==> src/rtl/reg_arb_pkg.sv <==
// Shared constants, index-width helper and enable-vector type for the register write arbiter.
package reg_arb_pkg;

    localparam int unsigned NUM_REQ_DEF  = 4;
    localparam int unsigned NUM_REGS_DEF = 4;
    localparam int unsigned DATA_W_DEF   = 8;

    // Width of an index into n items; never narrower than one bit.
    function automatic int unsigned idx_w(input int unsigned n);
        return (n > 1) ? $clog2(n) : 1;
    endfunction

    typedef logic [NUM_REGS_DEF-1:0] reg_en_t;

endpackage

==> src/rtl/rr_arbiter.sv <==
// Round-robin grant selection with rotating pointer.
// REG_WR_ARB_PRIO0_EN: requester 0 wins whenever valid and does not move the pointer.
module rr_arbiter
    import reg_arb_pkg::*;
#(
    parameter int unsigned N = NUM_REQ_DEF
) (
    input  logic                  i_clk,
    input  logic                  i_rst_n,
    input  logic [N-1:0]          i_valid,
    input  logic                  i_hold,
    input  logic                  i_accept,
    output logic [N-1:0]          o_grant,
    output logic [idx_w(N)-1:0]   o_idx
);

    localparam int unsigned IW = idx_w(N);

    logic [IW-1:0] r_ptr;
    logic [IW-1:0] w_ptr_nxt;
    logic [IW-1:0] w_inc;
    logic [N-1:0]  w_grant;
    logic [IW-1:0] w_idx;
    logic          w_found;
    int unsigned   w_j;

    // Scan from the pointer upward, wrapping; first valid requester wins.
    always_comb begin
        w_grant = '0;
        w_idx   = '0;
        w_found = 1'b0;
        w_j     = 0;
        if (!i_hold) begin
`ifdef REG_WR_ARB_PRIO0_EN
            if (i_valid[0]) begin
                w_grant[0] = 1'b1;
                w_found    = 1'b1;
            end
`endif
            for (int unsigned k = 0; k < N; k++) begin
                w_j = (32'(r_ptr) + k) % N;
                if (!w_found && i_valid[w_j]) begin
                    w_grant[w_j] = 1'b1;
                    w_idx        = w_j[IW-1:0];
                    w_found      = 1'b1;
                end
            end
        end
    end

    always_comb begin
        w_inc     = (32'(w_idx) == N - 1) ? '0 : w_idx + 1'b1;
        w_ptr_nxt = r_ptr;
        if (i_accept) begin
`ifdef REG_WR_ARB_PRIO0_EN
            if (w_idx != '0) w_ptr_nxt = w_inc;
`else
            w_ptr_nxt = w_inc;
`endif
        end
    end

    always_ff @(posedge i_clk or negedge i_rst_n) begin
        if (!i_rst_n) begin
            r_ptr <= '0;
        end else begin
            r_ptr <= w_ptr_nxt;
        end
    end

    assign o_grant = w_grant;
    assign o_idx   = w_idx;

endmodule

==> src/rtl/reg_wr_arbiter.sv <==
// Arbitrates requester writes onto a registered one-hot enable plus shared data bus.
// REG_WR_ARB_PRIO0_EN (in rr_arbiter): requester 0 becomes fixed-priority.
module reg_wr_arbiter
    import reg_arb_pkg::*;
#(
    parameter int unsigned NUM_REQ  = NUM_REQ_DEF,
    parameter int unsigned NUM_REGS = NUM_REGS_DEF,
    parameter int unsigned DATA_W   = DATA_W_DEF,
    parameter int unsigned ADDR_W   = idx_w(NUM_REGS)
) (
    input  logic                        clk,
    input  logic                        rst_,
    input  logic                        hold,
    input  logic [NUM_REQ-1:0]          req_valid,
    input  logic [NUM_REQ*ADDR_W-1:0]   req_addr,
    input  logic [NUM_REQ*DATA_W-1:0]   req_data,
    output logic [NUM_REQ-1:0]          req_ready,
    output logic [NUM_REGS-1:0]         reg_en,
    output logic [DATA_W-1:0]           reg_data,
    output logic [idx_w(NUM_REQ)-1:0]   grant_id,
    output logic                        addr_err
);

    localparam int unsigned IW = idx_w(NUM_REQ);

    logic [NUM_REQ-1:0]  w_grant;
    logic [IW-1:0]       w_idx;
    logic                w_accept;
    logic [ADDR_W-1:0]   w_addr;
    logic [DATA_W-1:0]   w_data;
    logic [NUM_REGS-1:0] w_dec;
    logic                w_oob;

    logic [NUM_REGS-1:0] r_reg_en;
    logic [DATA_W-1:0]   r_reg_data;
    logic [IW-1:0]       r_grant_id;
    logic                r_addr_err;

    rr_arbiter #(
        .N (NUM_REQ)
    ) u_rr_arbiter (
        .i_clk    (clk),
        .i_rst_n  (rst_),
        .i_valid  (req_valid),
        .i_hold   (hold),
        .i_accept (w_accept),
        .o_grant  (w_grant),
        .o_idx    (w_idx)
    );

    assign w_accept = |(req_valid & w_grant);

    // One-hot grant selects the winning address/data slice.
    always_comb begin
        w_addr = '0;
        w_data = '0;
        for (int unsigned i = 0; i < NUM_REQ; i++) begin
            if (w_grant[i]) begin
                w_addr = req_addr[i*ADDR_W +: ADDR_W];
                w_data = req_data[i*DATA_W +: DATA_W];
            end
        end
    end

    always_comb begin
        w_oob = (32'(w_addr) >= NUM_REGS);
        w_dec = '0;
        for (int unsigned r = 0; r < NUM_REGS; r++) begin
            if (32'(w_addr) == r) w_dec[r] = 1'b1;
        end
    end

    always_ff @(posedge clk or negedge rst_) begin
        if (!rst_) begin
            r_reg_en   <= '0;
            r_reg_data <= '0;
            r_grant_id <= '0;
            r_addr_err <= 1'b0;
        end else begin
            r_reg_en   <= w_accept ? w_dec : '0;
            r_addr_err <= w_accept & w_oob;
            if (w_accept) begin
                r_reg_data <= w_data;
                r_grant_id <= w_idx;
            end
        end
    end

    assign req_ready = w_grant;
    assign reg_en    = r_reg_en;
    assign reg_data  = r_reg_data;
    assign grant_id  = r_grant_id;
    assign addr_err  = r_addr_err;

endmodule

==> config.mk <==
export PLATFORM = sky130hd
export DESIGN_NAME = reg_wr_arbiter
export DESIGN_NICKNAME = d
export VERILOG_FILES = /design/src/rtl/reg_arb_pkg.sv /design/src/rtl/rr_arbiter.sv /design/src/rtl/reg_wr_arbiter.sv
export SDC_FILE = /design/constraint.sdc
export NUM_CORES = 1
export LEC_CHECK = 0
export ABC_AREA = 1
export BUFFER_PORTS_ARGS = -buffer_cell sky130_fd_sc_hd__buf_2
export CAP_MARGIN = 10
export CORE_ASPECT_RATIO = 0.6
export CORE_MARGIN = 5
export CORE_UTILIZATION = 43
export CTS_CLUSTER_SIZE = 28
export DETAILED_ROUTE_END_ITERATION = 8
export PLACE_DENSITY = 0.76
export SETUP_SLACK_MARGIN = 0.02
export SLEW_MARGIN = 25
export SYNTH_ARGS = -nofsm -noshare
export SYNTH_HDL_FRONTEND = slang
export SYNTH_HIERARCHICAL = 1
export SYNTH_SLANG_ARGS = --single-unit
export TNS_END_PERCENT = 1
==> constraint.sdc <==
create_clock -name clk -period 3.65 [get_ports clk]
set_clock_uncertainty 0.1 [all_clocks]
set_input_delay 0.73 -clock clk [delete_from_list [all_inputs] [get_ports clk]]
set_output_delay 0.73 -clock clk [all_outputs]
set_load 0.005 [all_outputs]
Word-level counts from Yosys, hierarchy flattened
Index checks and enable logic that the tools add are counted.

storage, ports and cells
  flip-flop bits (word level) = 16
  input port bits = 47
  output and inout port bits = 19
  logic and storage cells = 85

cells by class
  add/sub/neg operators = 4
  order comparisons = 8
  eq/ne operators = 4
  mux-type cells = 49
  bitwise logic cells = 4
  reductions and logical operators = 12

operators by type and width
  kind                   number
  $mux W4                9
  $mux W8                4
  $mux W2                10
  $mux W1                18
  $lt A2 B3 Y1 const B   4
  $or A4 B4 Y4           3
  $bmux W1 S2            4
  $demux W1 S2           4
  $ge A2 B1 Y1 const B   4
  $logic_and A1 B1 Y1    7
  $eq A2 B2 Y1 const B   3
  $add A2 B1 Y2 const B  2
  $add A2 B2 Y2 const B  2
  $and A4 B4 Y4          1
  $reduce_or A4 Y1       1
  $logic_not A1 Y1       3
  $eq A2 B1 Y1 const B   1
  $logic_not A2 Y1       1

Longest topological paths before layout
Gate-level depths: netlist of the first run.

  depth in word-level cells = 23
  gate-level depth with buffers = 19
  mapped depth without buffers = 19

By module
The synthesis of the first run kept the hierarchy.

modules (own cells, without submodules)
  module          times used  cells an instance  area an instance (um^2)  sequential area each (um^2)
  reg_wr_arbiter  1           151                973.4                    350.3
  rr_arbiter      1           101                614.3                    50.0

Worst setup path after synthesis of the first run
No wires, ideal clock.

  path kind = register to output
  from = register u_rr_arbiter.r_ptr[0]
  to = output req_ready[1]
  data arrival time = 1.832 ns
  required time = 2.820 ns
  path slack = 0.988 ns
  cell stages (with the launch flop) = 12
  buffers on the path = 0
  cell sequence = dfrtp_1 inv_2 ha_1 inv_1 nand3_2 nand2_4 inv_2 nor2_8 o21ai_1 o21ai_0 o21ai_0 inv_1

on the way
  cells in the longest elaborated chain, start to end = 16
  elaborated cells between the ends (all ways) = 54
  classes of those cells = 3 x add/sub; 8 x order compare; 30 x mux; 3 x bitwise; 10 x reduce/logical

RTL lines
  element                                                RTL line              source
  from (decl)                                            rr_arbiter.sv:19      logic [IW-1:0] r_ptr;
  from (signal assigned)                                 rr_arbiter.sv:67      r_ptr <= w_ptr_nxt;
  branches (longest 14 deep; another with $lt A2 B3 Y1)  --
  $mux W4 (*)                                            rr_arbiter.sv:42      if (!w_found && i_valid[w_j]) begin
  $mux W4 (*)                                            rr_arbiter.sv:33      if (!i_hold) begin
  to (decl)                                              reg_wr_arbiter.sv:17  output logic [NUM_REQ-1:0] req_ready,

Mark *: on every way between the ends. The select of a mux whose other input is x is not followed.

Worst setup path in the final report of the first run
  from = register u_rr_arbiter.r_ptr[1]
  to = output req_ready[2]

Same word-level chain as after synthesis.

==> qor.yml, run 1 <==
cellLeakagePower_nw: 1.255
grt_pass1_vias: 1470
htreeDepth: 1
final_core_util_pct: 55.02
fillCellCount: 384
gp_congestion: 0.8639
min_period_ps: 3391
ff2ff_setup_slack_ps: 520
clock-root-buffer: "clkbuf_8"
outcome: "finished, final reports clean"
setup_tns_ps: 0
slowest_stage: "dfrtp_1"
clk_pin_slew_ps: 60
drc: 0
worstSetupEndpointType: "output port"
cts_sinks: 16
nets: 373
clk_latency_ps: 240
final_cell_count_no_fill: 364
diodes: 0
wl_per_cell_um: 11.43
die_area_sq_mm: 0.005048
cp_max_fo: 13
grt_pass1_wl_um: 6706
rows: 17
setup_viol: 0
drive_gt1_share_pct: 33.75
cp-start-kind: "flop"
ys_ff_latch: 16
syn-num-nets: 307
hold_buffers: 0
synth_top_area_share_pct: 25.22
grt.overflow.total: 0
port_buffers: 64
synthDistinctLibCells: 27
drt_iter0_drc: 79
place_inst: 359
routed_via_density: 4.615
slowest_delay_ps: 490
fmax_ghz: 0.2949
grtUsageTotal_pct: 16.89
coreArea_sq_mm: 0.003616
path_class: "flop to output port"
firstDrtPassIters: 4
hold_viol: 0
ioPinCount: 66
r2r_start: "u_rr_arbiter/r_ptr[1]"
cts_buffers: 3
arrival_ps: 2560
post-dp-hpwl_um: 3489
yosysTopAreaCell: "dfrtp_1"
antenna_found_initial: 0
avgSynthCellArea_sq_um: 6.301
die_w_um: 88.45
antenna_left: 0
ys_seq_area_share_pct: 25.22
clk_path_buf_depth: 2
reg2regPathDepth: 18
dr_total_vias: 1680
synth_area_sq_mm: 0.001588
placed_cell_area_sq_mm: 0.001926
rsz0062_at_grt: "false"
hold_class: "primary input to async pin"
fin_area_sq_mm: 0.001989
yosysWarnings: 6
r2r-end: "u_rr_arbiter/r_ptr[1]"
area_delta_synth_final_pct: 25.30
maxSlewViolCount: 0
path_delay_family: "buffers and inverters"
total_power_mw: 1.730
crit_chain: "inv_1 > ha_1 > inv_1 > nand3_2 > nand2_4 > inv_2 > nor2_8 > o21ai_1 > o21ai_0 > o21ai_0 > inv_2 > buf_2"
power_per_cell_area_mw_per_mm2: 869.5
cts_tree: "yes"
path_buf_inv: 5
period_share_pct: 92.90
synth_cells: 252
maxCapViolCount: 0
synthTopCellsByArea: "dfrtp_1 25%, nand2_1 23%, inv_1 6.6%"
fp.dieH_um: 57.07
max-vdd-ir-drop_mv: 0.3585
grt_max_degree: 17
routed_wl_um: 4159
cp_data_required_time_ps: 2820
start_util_pct: 43.91
==> per-layer routing <==
metal	track usage [%]	part of all wire, %
met1	26.60	52
met4	6.466	1.3
met3	1.732	6.9
met2	23.22	40
met5	0	0
==> metrics by stage <==
step                setup WS, ps  hold slack, ps
finish                     259.1           281.4
global route               57.80           307.7
CTS                        74.06           282.9
detailed placement         362.4           374.4
global placement           440.2           373.5
floorplan                  987.9           334.4
==> flip-flops by register name (all words and copies together) (netlist names) <==
name                flops
reg_data                8
reg_en                  4
u_rr_arbiter/r_ptr      2
grant_id                2
==> how the worst max path moves through the flow <==
stage,from,end,slack [ps],depth (start not counted)
after floorplan,u_rr_arbiter/r_ptr[0],req_ready[1],990,11
after global placement,u_rr_arbiter/r_ptr[0],req_ready[1],440,12
after detailed placement,u_rr_arbiter/r_ptr[0],req_ready[1],360,12
after CTS,u_rr_arbiter/r_ptr[0],req_ready[1],70,12
after global routing,u_rr_arbiter/r_ptr[1],req_ready[2],60,12
final,u_rr_arbiter/r_ptr[1],req_ready[2],260,12
==> power by group <==
part	switching, mW	total, mW	internal [mW]
combinational	0.836	1.28	0.448
clock	0.0551	0.151	0.0955
sequential	0.0549	0.295	0.240
==> Yosys cell counts <==
master,n
a21oi_1,10
a21oi_2,1
a22oi_1,4
a31oi_1,1
buf_12,1
buf_2,2
buf_4,1
buf_6,1
conb_1,1
dfrtp_1,16
ha_1,8
inv_1,28
inv_2,4
inv_4,1
nand2_1,98
nand2_2,12
nand2_4,3
nand3_1,7
nand3_2,6
nand4_1,1
nor2_1,28
nor2_2,2
nor2_4,1
nor2_8,2
o21ai_0,9
o21ai_1,3
or2_2,1
==> worst register-to-register path, stage by stage (launching register included) <==
cell     delay [ps]
dfrtp_1         490
inv_1           210
ha_1            390
inv_1            80
nand3_2          90
nand2_4          60
inv_2            90
nor2_8           50
o21ai_1         160
o21ai_0         110
o21ai_0         210
inv_2            70
buf_4           180
nand2_2          80
nand2_4          70
nor2_8          190
inv_4            70
or2_2           290
nand2_1          60
==> logic make-up (layout without fill, tap and decap cells) <==
logic type / count (synthesis) / after routing / synth area share, %
buffers and inverters: 38 / 103 / 11.03
and+or+nand+nor: 161 / 161 / 47.44
DFF: 16 / 16 / 25.22
other: 1 / 1 / 0.2362
adders and majority gates: 8 / 8 / 6.304
AOI/OAI and AO/OA: 28 / 28 / 9.772
==> repair_timing <==
| action | 4_1_cts | 5_1_grt |
|---|---|---|
| gates resized for setup | 0 | 4 |
| setup buffers | 0 | 1 |
| endpoints found under the setup margin | 0 | 3 |
==> cell type report <==
class	count	area, sq um	share of cell area [%]
clock buffer	4	55.05	2.767
sequential	16	401.6	20.19
tap	47	58.81	2.956
inverter	33	126.4	6.352
multi-input combinational	198	1012	50.88
timing repair buffer	66	335.3	16.86
==> cell usage in the layout (no fill, tap or decap) <==
cell type  Yosys  routed
inv_2          4       7
a22oi_1        4       4
a21oi_1       10      10
nor2_8         2       2
nor2_2         2       2
o21ai_0        9       9
inv_1         28      25
nand2_4        3       3
nand2_1       98      98
buf_4          1       2
a21oi_2        1       1
nand3_1        7       7
nand3_2        6       6
dfrtp_1       16      15
or2_2          1       1
dfrtp_2        0       1
nand4_1        1       1
buf_2          2      64
nor2_4         1       1
inv_4          1       1
nand2_2       12      12
clkbuf_8       0       4
o21ai_1        3       3
ha_1           8       8
conb_1         1       1
nor2_1        28      28
a31oi_1        1       1
Power figures use the tool's default switching activity.
==> inputs of run 2 (changes only) <==
- ABC_AREA: 1 -> unset
- PLACE_DENSITY: 0.76 -> 0.78
==> run 2 against run 1 <==
  * Register-to-register slack worse by 230 ps
  * Final area fell by 7.4%
  * Final cell count shrank 29%
  * Non-clock buffer count increased by 7
  * Sequential share of layout area rose by 1.6 points
  * Via count fell by 13%
  * Critical path type unchanged
  * Critical path depth is 3 lower
  * First-iteration DRC count is 46% higher
  * Clock-buffer cell count unchanged
==> qor.yml, run 2 <==
outcome: "finished, final reports clean"
grt_max_degree: 22  # +5
largest_register_ffs: 8  # unchanged
synth_mux_area_share_pct: 9.083  # +9.1 points
cts_tree: "yes"
min_period_ps: 3473  # +82.36 ps
cts_buffers: 3  # unchanged
cp_max_fo: 14  # +1
placed_cell_area_sq_mm: 0.001787  # -7.2%
power_per_cell_area_mw_per_mm2: 705.4  # -19%
nets: 268  # -28%
crit_chain: "inv_1 > ha_1 > mux4_2 > nor2b_4 > a22oi_1 > or2_2 > a21oi_2 > buf_4 > buf_2"
maxSlewViolCount: 0  # unchanged
worst_pin_slew_ps: 511.4
fmax_ghz: 0.2879  # -2.4%
synth_top_area_share_pct: 28.22  # +3.0 points
synth_cells: 144  # -43%
slew_headroom_pct: 65.90
path_class: "flop to output port"
ys_ff_latch: 16  # unchanged
drt_iter0_drc: 115  # +46%
rsz0062_at_grt: "false"
slowest_delay_ps: 430  # -60 ps
syn-num-nets: 199  # -35%
drc: 0  # unchanged
gp_congestion: 0.8532  # -1.2%
slowest_stage: "mux4_2"
yosysTopAreaCell: "dfrtp_1"
start_util_pct: 44.02  # +0.11 points
post-dp-hpwl_um: 3343  # -4.2%
grt_pass1_wl_um: 6361  # -5.1%
yosysWarnings: 6  # unchanged
clk_latency_ps: 240  # about the same
clk_path_buf_depth: 2  # unchanged
cellLeakagePower_nw: 0.8901  # -29%
arrival_ps: 2640  # +80 ps
area_delta_synth_final_pct: 29.81
yosys-top-cells-count: "16 x dfrtp_1, 12 x nand2_1, 9 x o22ai_1"
synthArstFlopShare_pct: 100.0  # unchanged
maxCapViolCount: 0  # unchanged
synth_flop_cell: "dfrtp_1"
dr_total_vias: 1458  # -13%
period_share_pct: 95.16  # +2.3 points
whs_ps: 280.9  # -0.4220 ps
total_power_mw: 1.299  # -25%
hold_viol: 0  # unchanged
fin_area_sq_mm: 0.001842  # -7.4%
grt_pass1_vias: 1237  # -16%
synthDistinctLibCells: 49  # +81%
synthTopCellsByArea: "dfrtp_1 28%, ha_1 7.1%, a221oi_1 4.3%"
antenna_found_initial: 0  # unchanged
die_area_sq_mm: 0.004586  # -9.1%
routed_via_density: 5.673  # +23%
hold_class: "primary input to async pin"
avgSynthCellArea_sq_um: 9.853  # +56%
worstSetupEndpointType: "output port"
synth_top_family_by_area: "compound AO/OA/AOI/OAI gates"
synth_compound_area_share_pct: 31.39  # +22 points
grtUsageTotal_pct: 17.44  # +0.55 points
ys_seq_area_share_pct: 28.22  # +3.0 points
synth_area_sq_mm: 0.001419  # -11%
setup_tns_ps: 0  # unchanged
yosys.area_share.simple_pct: 17.02  # -30 points
cts_sinks: 16  # unchanged
drive_gt1_share_pct: 44.81  # +11 points
die_w_um: 84.16  # -4.9%
firstDrtPassIters: 4  # unchanged
cp-start-kind: "flop"
yosys.area_share.adder_pct: 7.055  # +0.75 points
htreeDepth: 1  # unchanged
diodes: 0  # unchanged
synthXorXnorAreaFrac_pct: 0  # unchanged
grt.overflow.total: 0  # unchanged
max-vdd-ir-drop_mv: 0.3345  # -6.7%
routed_wl_um: 4141  # -0.43%
rows: 16  # -1
final_common_cell: "buf_2"
ioPinCount: 66  # unchanged
clk_pin_slew_ps: 60  # about the same
synth_edf_count: 0  # unchanged
fp.dieH_um: 54.50  # -4.5%
cp_data_required_time_ps: 2820  # about the same
final_cell_mix: "64 x buf_2, 16 x dfrtp_1, 12 x nand2_1"
yosysMostFrequentCell: "dfrtp_1"
clock-root-buffer: "clkbuf_8"
port_buffers: 64  # unchanged
antenna_left: 0  # unchanged
wl_per_cell_um: 16.11  # +41%
coreArea_sq_mm: 0.003223  # -11%
setup_viol: 0  # unchanged
[run 2: through the flow]
step | setup slack [ps] | utilization [%] | instances
5_1_grt | 25.57 | 57.14 | 257
3_3_place_gp | 139.8 | 55.43 | 253
2_1_floorplan | 40.34 | - | 144
4_1_cts | 135.6 | 57.14 | 257
3_5_place_dp | 83.87 | 55.43 | 253
6_report | 176.7 | 57.14 | 257
[run 2: report_power, final]
part	leakage [nW]	internal, mW	switching [mW]
registers	0.209	0.235	0.0260
logic	0.652	0.385	0.499
clock network	0.0288	0.0956	0.0583
total	0.890	0.716	0.583
[run 2: cell type report]
class	instances	area (sq um)
fill	284	1381
multi-input combinational	114	923.4
sequential	16	400.4
timing repair buffer	73	387.9
tap	45	56.30
clock buffer	4	55.05
inverter	5	18.77
[run 2: cell families (layout without fill, tap and decap cells)]
family | Yosys count | in the layout
compound gates | 57 | 57
fa+ha+maj | 8 | 8
buf+inv | 14 | 82
flops | 16 | 16
mux | 7 | 7
other cells | 1 | 1
simple gates | 41 | 41
[run 2: layer usage]
layer  track usage [%]  up-vias  routed length (um)
li1                  -      698                   -
met1             28.31      705                2013
met2             24.61       53                1857
met3             2.406        2                 250
met4             1.604        0                  19
met5                 0        -                   0
[run 2: what timing repair did]
action,CTS,global route
endpoints found under the setup margin,0,3
buffers inserted,0,0
resized for setup,0,1
hold buffers,0,0
[run 2: critical path, delay by kind of cell (launching register included)]
kind / cells / cell delay [ps]
multiplexers: 1 / 430
buffers and inverters: 3 / 460
flip-flops: 1 / 360
AND/OR/NAND/NOR: 2 / 500
AO/OA/AOI/OAI: 2 / 230
adder cells (fa/ha/maj): 1 / 410
[run 2: final timing paths]
check,startpoint,end,slack [ps],cells after the start
min reg2reg,reg_data[2],reg_data[2],370,2
max,u_rr_arbiter/r_ptr[0],req_ready[1],180,9
min,rst_,reg_data[4],280,1
max in group asynchronous,rst_,reg_en[1],2910,1
max reg2reg,u_rr_arbiter/r_ptr[0],reg_en[0],290,12
min in group clk,reg_data[2],reg_data[2],370,2
==> inputs of run 3 (changes only) <==
- ABC_CLOCK_PERIOD_IN_PS: unset -> 3650
- CORE_UTILIZATION: 43 -> 24
- PLACE_DENSITY: 0.78 -> 0.5
==> run 3 against run 2 <==
  * Register-to-register slack better by 70 ps
  * Global-route usage is 5.8 points lower
  * Non-clock buffer count rose by 6
  * First-iteration DRC count shrank 31%
  * Sequential power about the same
  * Combinational power is 3.3% higher
  * Flip-flop and latch count unchanged
  * Via count up 0.75%
  * Wire length up 9.0%
  * Highest routed layer unchanged
==> qor.yml, run 3 (synthesis results as in run 2) <==
cp-start-kind: "flop"
maxCapViolCount: 0  # unchanged
outcome: "finished, final reports clean"
rows: 21  # +5
routed_via_density: 4.946  # -13%
fp.dieH_um: 69.56  # +28%
antenna_left: 0  # unchanged
cp_data_required_time_ps: 2820  # about the same
grt_pass1_wl_um: 7079  # +11%
final_core_util_pct: 33.93  # -23 points
area_delta_synth_final_pct: 35.10
clock-root-buffer: "clkbuf_8"
crit_cells: 8  # -1
path_class: "flop to output port"
port_buffers: 64  # unchanged
slowest_stage: "mux4_4"
max-vdd-ir-drop_mv: 0.1684  # -50%
r2r_start: "u_rr_arbiter/r_ptr[0]"
ioPinCount: 66  # unchanged
final_cell_mix: "64 x buf_2, 16 x dfrtp_1, 15 x buf_4"
clk_pin_slew_ps: 60  # about the same
fmax_ghz: 0.2881  # about the same
dr_total_vias: 1469  # +0.75%
cts_resized: 0  # unchanged
diodes: 0  # unchanged
cellLeakagePower_nw: 0.9123  # +2.5%
hold_buffers: 0  # unchanged
path_delay_family: "multiplexers"
antenna_found_initial: 0  # unchanged
drc: 0  # unchanged
ff2ff_setup_slack_ps: 360  # +70 ps
grtUsageTotal_pct: 11.62  # -5.8 points
power_per_cell_area_mw_per_mm2: 678.0  # -3.9%
path_buf_inv: 3  # unchanged
r2r-end: "reg_en[0]"
slew_headroom_pct: 66.65  # +0.74 points
reg2regPathDepth: 11  # -1
drt_iter0_drc: 79  # -31%
cts_buffers: 3  # unchanged
post-cts-setup-buffers: 0  # unchanged
coreArea_sq_mm: 0.005649  # +75%
arrival_ps: 2640  # about the same
worst_pin_slew_ps: 487.7  # -23.73 ps
cpMostUsedCell: "buf_4"
largest_register_ffs: 8  # unchanged
setup_tns_ps: 0  # unchanged
die_area_sq_mm: 0.007600  # +66%
setup_viol: 0  # unchanged
crit_chain: "buf_4 > mux4_4 > nor2_1 > and2_1 > a22oi_1 > a21oi_2 > buf_4 > buf_2"
min_period_ps: 3471  # -2.603 ps
gp_congestion: 0.8480  # -0.61%
worstSetupEndpointType: "output port"
fillCellCount: 608  # +110%
routed_wl_um: 4513  # +9.0%
firstDrtPassIters: 4  # unchanged
hold_viol: 0  # unchanged
cts_sinks: 16  # unchanged
nets: 274  # +2.2%
grt.overflow.total: 0  # unchanged
wl_per_cell_um: 15.20  # -5.7%
slowest_delay_ps: 750  # +320 ps
maxSlewViolCount: 0  # unchanged
htreeDepth: 1  # unchanged
clk_path_buf_depth: 2  # unchanged
rsz0062_at_grt: "false"
die_w_um: 109.3  # +30%
hold_class: "primary input to async pin"
clk_latency_ps: 240  # about the same
post-dp-hpwl_um: 3762  # +13%
cp_max_fo: 16  # +2
drive_gt1_share_pct: 45.62  # +0.81 points
startpoint: "u_rr_arbiter/r_ptr[0]"
final_common_cell: "buf_2"
start_util_pct: 25.12  # -19 points
grt_max_degree: 17  # -23%
period_share_pct: 95.09  # about the same
grt_pass1_vias: 1404  # +14%
cts_tree: "yes"
## run 3: changes by cell type in the layout (fill, tap and decap cells not counted)
cell and delta:
buf_4 +6, clkbuf_8 -1, inv_1 +1, inv_2 -1
## run 3: per-stage QoR
stage                     instance area (sq um)  power, mW  setup WS (ps)  std cells  hold WS (ps)
after detailed placement                   1876      1.176          157.0        294         364.4
final                                      1917      1.300          179.3        297         295.8
after global placement                     1876      1.178          192.0        294         356.9
after floorplan                            1423     0.8942          40.34        144         334.4
after global routing                       1917      1.418          37.30        297         323.4
after CTS                                  1917      1.309          191.4        297         303.4
## run 3: how the worst max path moves through the flow
stage | to | slack (ps)
floorplan | u_rr_arbiter/r_ptr[1] | 40
global placement | reg_en[0] | 190
detailed placement | reg_en[0] | 160
CTS | req_ready[1] | 190
global route | req_ready[1] | 40
finish | req_ready[1] | 180
## run 3: power by group
group,internal (mW),switching (mW)
clock network,0.0730,0.0538
registers,0.235,0.0248
logic,0.416,0.497
total,0.724,0.575
## run 3: final cells by class
cell class              count  area (sq um)  area share (%)
clock buffers               3         41.29           2.154
flip-flops and latches     16         400.4           20.89
repair buffers             79         432.9           22.58
well taps                  80         100.1           5.222
multi-input cells         114         923.4           48.17
inverters                   5         18.77          0.9791
## run 3: per-layer routing
metal	up-vias	GRT usage (%)	routed length, um
li1	708	-	-
met5	-	0	0
met2	57	15.99	1779
met1	702	17.94	2328
met4	0	1.798	17
met3	2	3.349	388
## run 3: worst reg2reg max path: cells and delay by family (launching register included)
family          cells  cell delay [ps]
compound gates      4              850
mux                 1              750
simple gates        4              680
buf+inv             2              470
flops               1              350
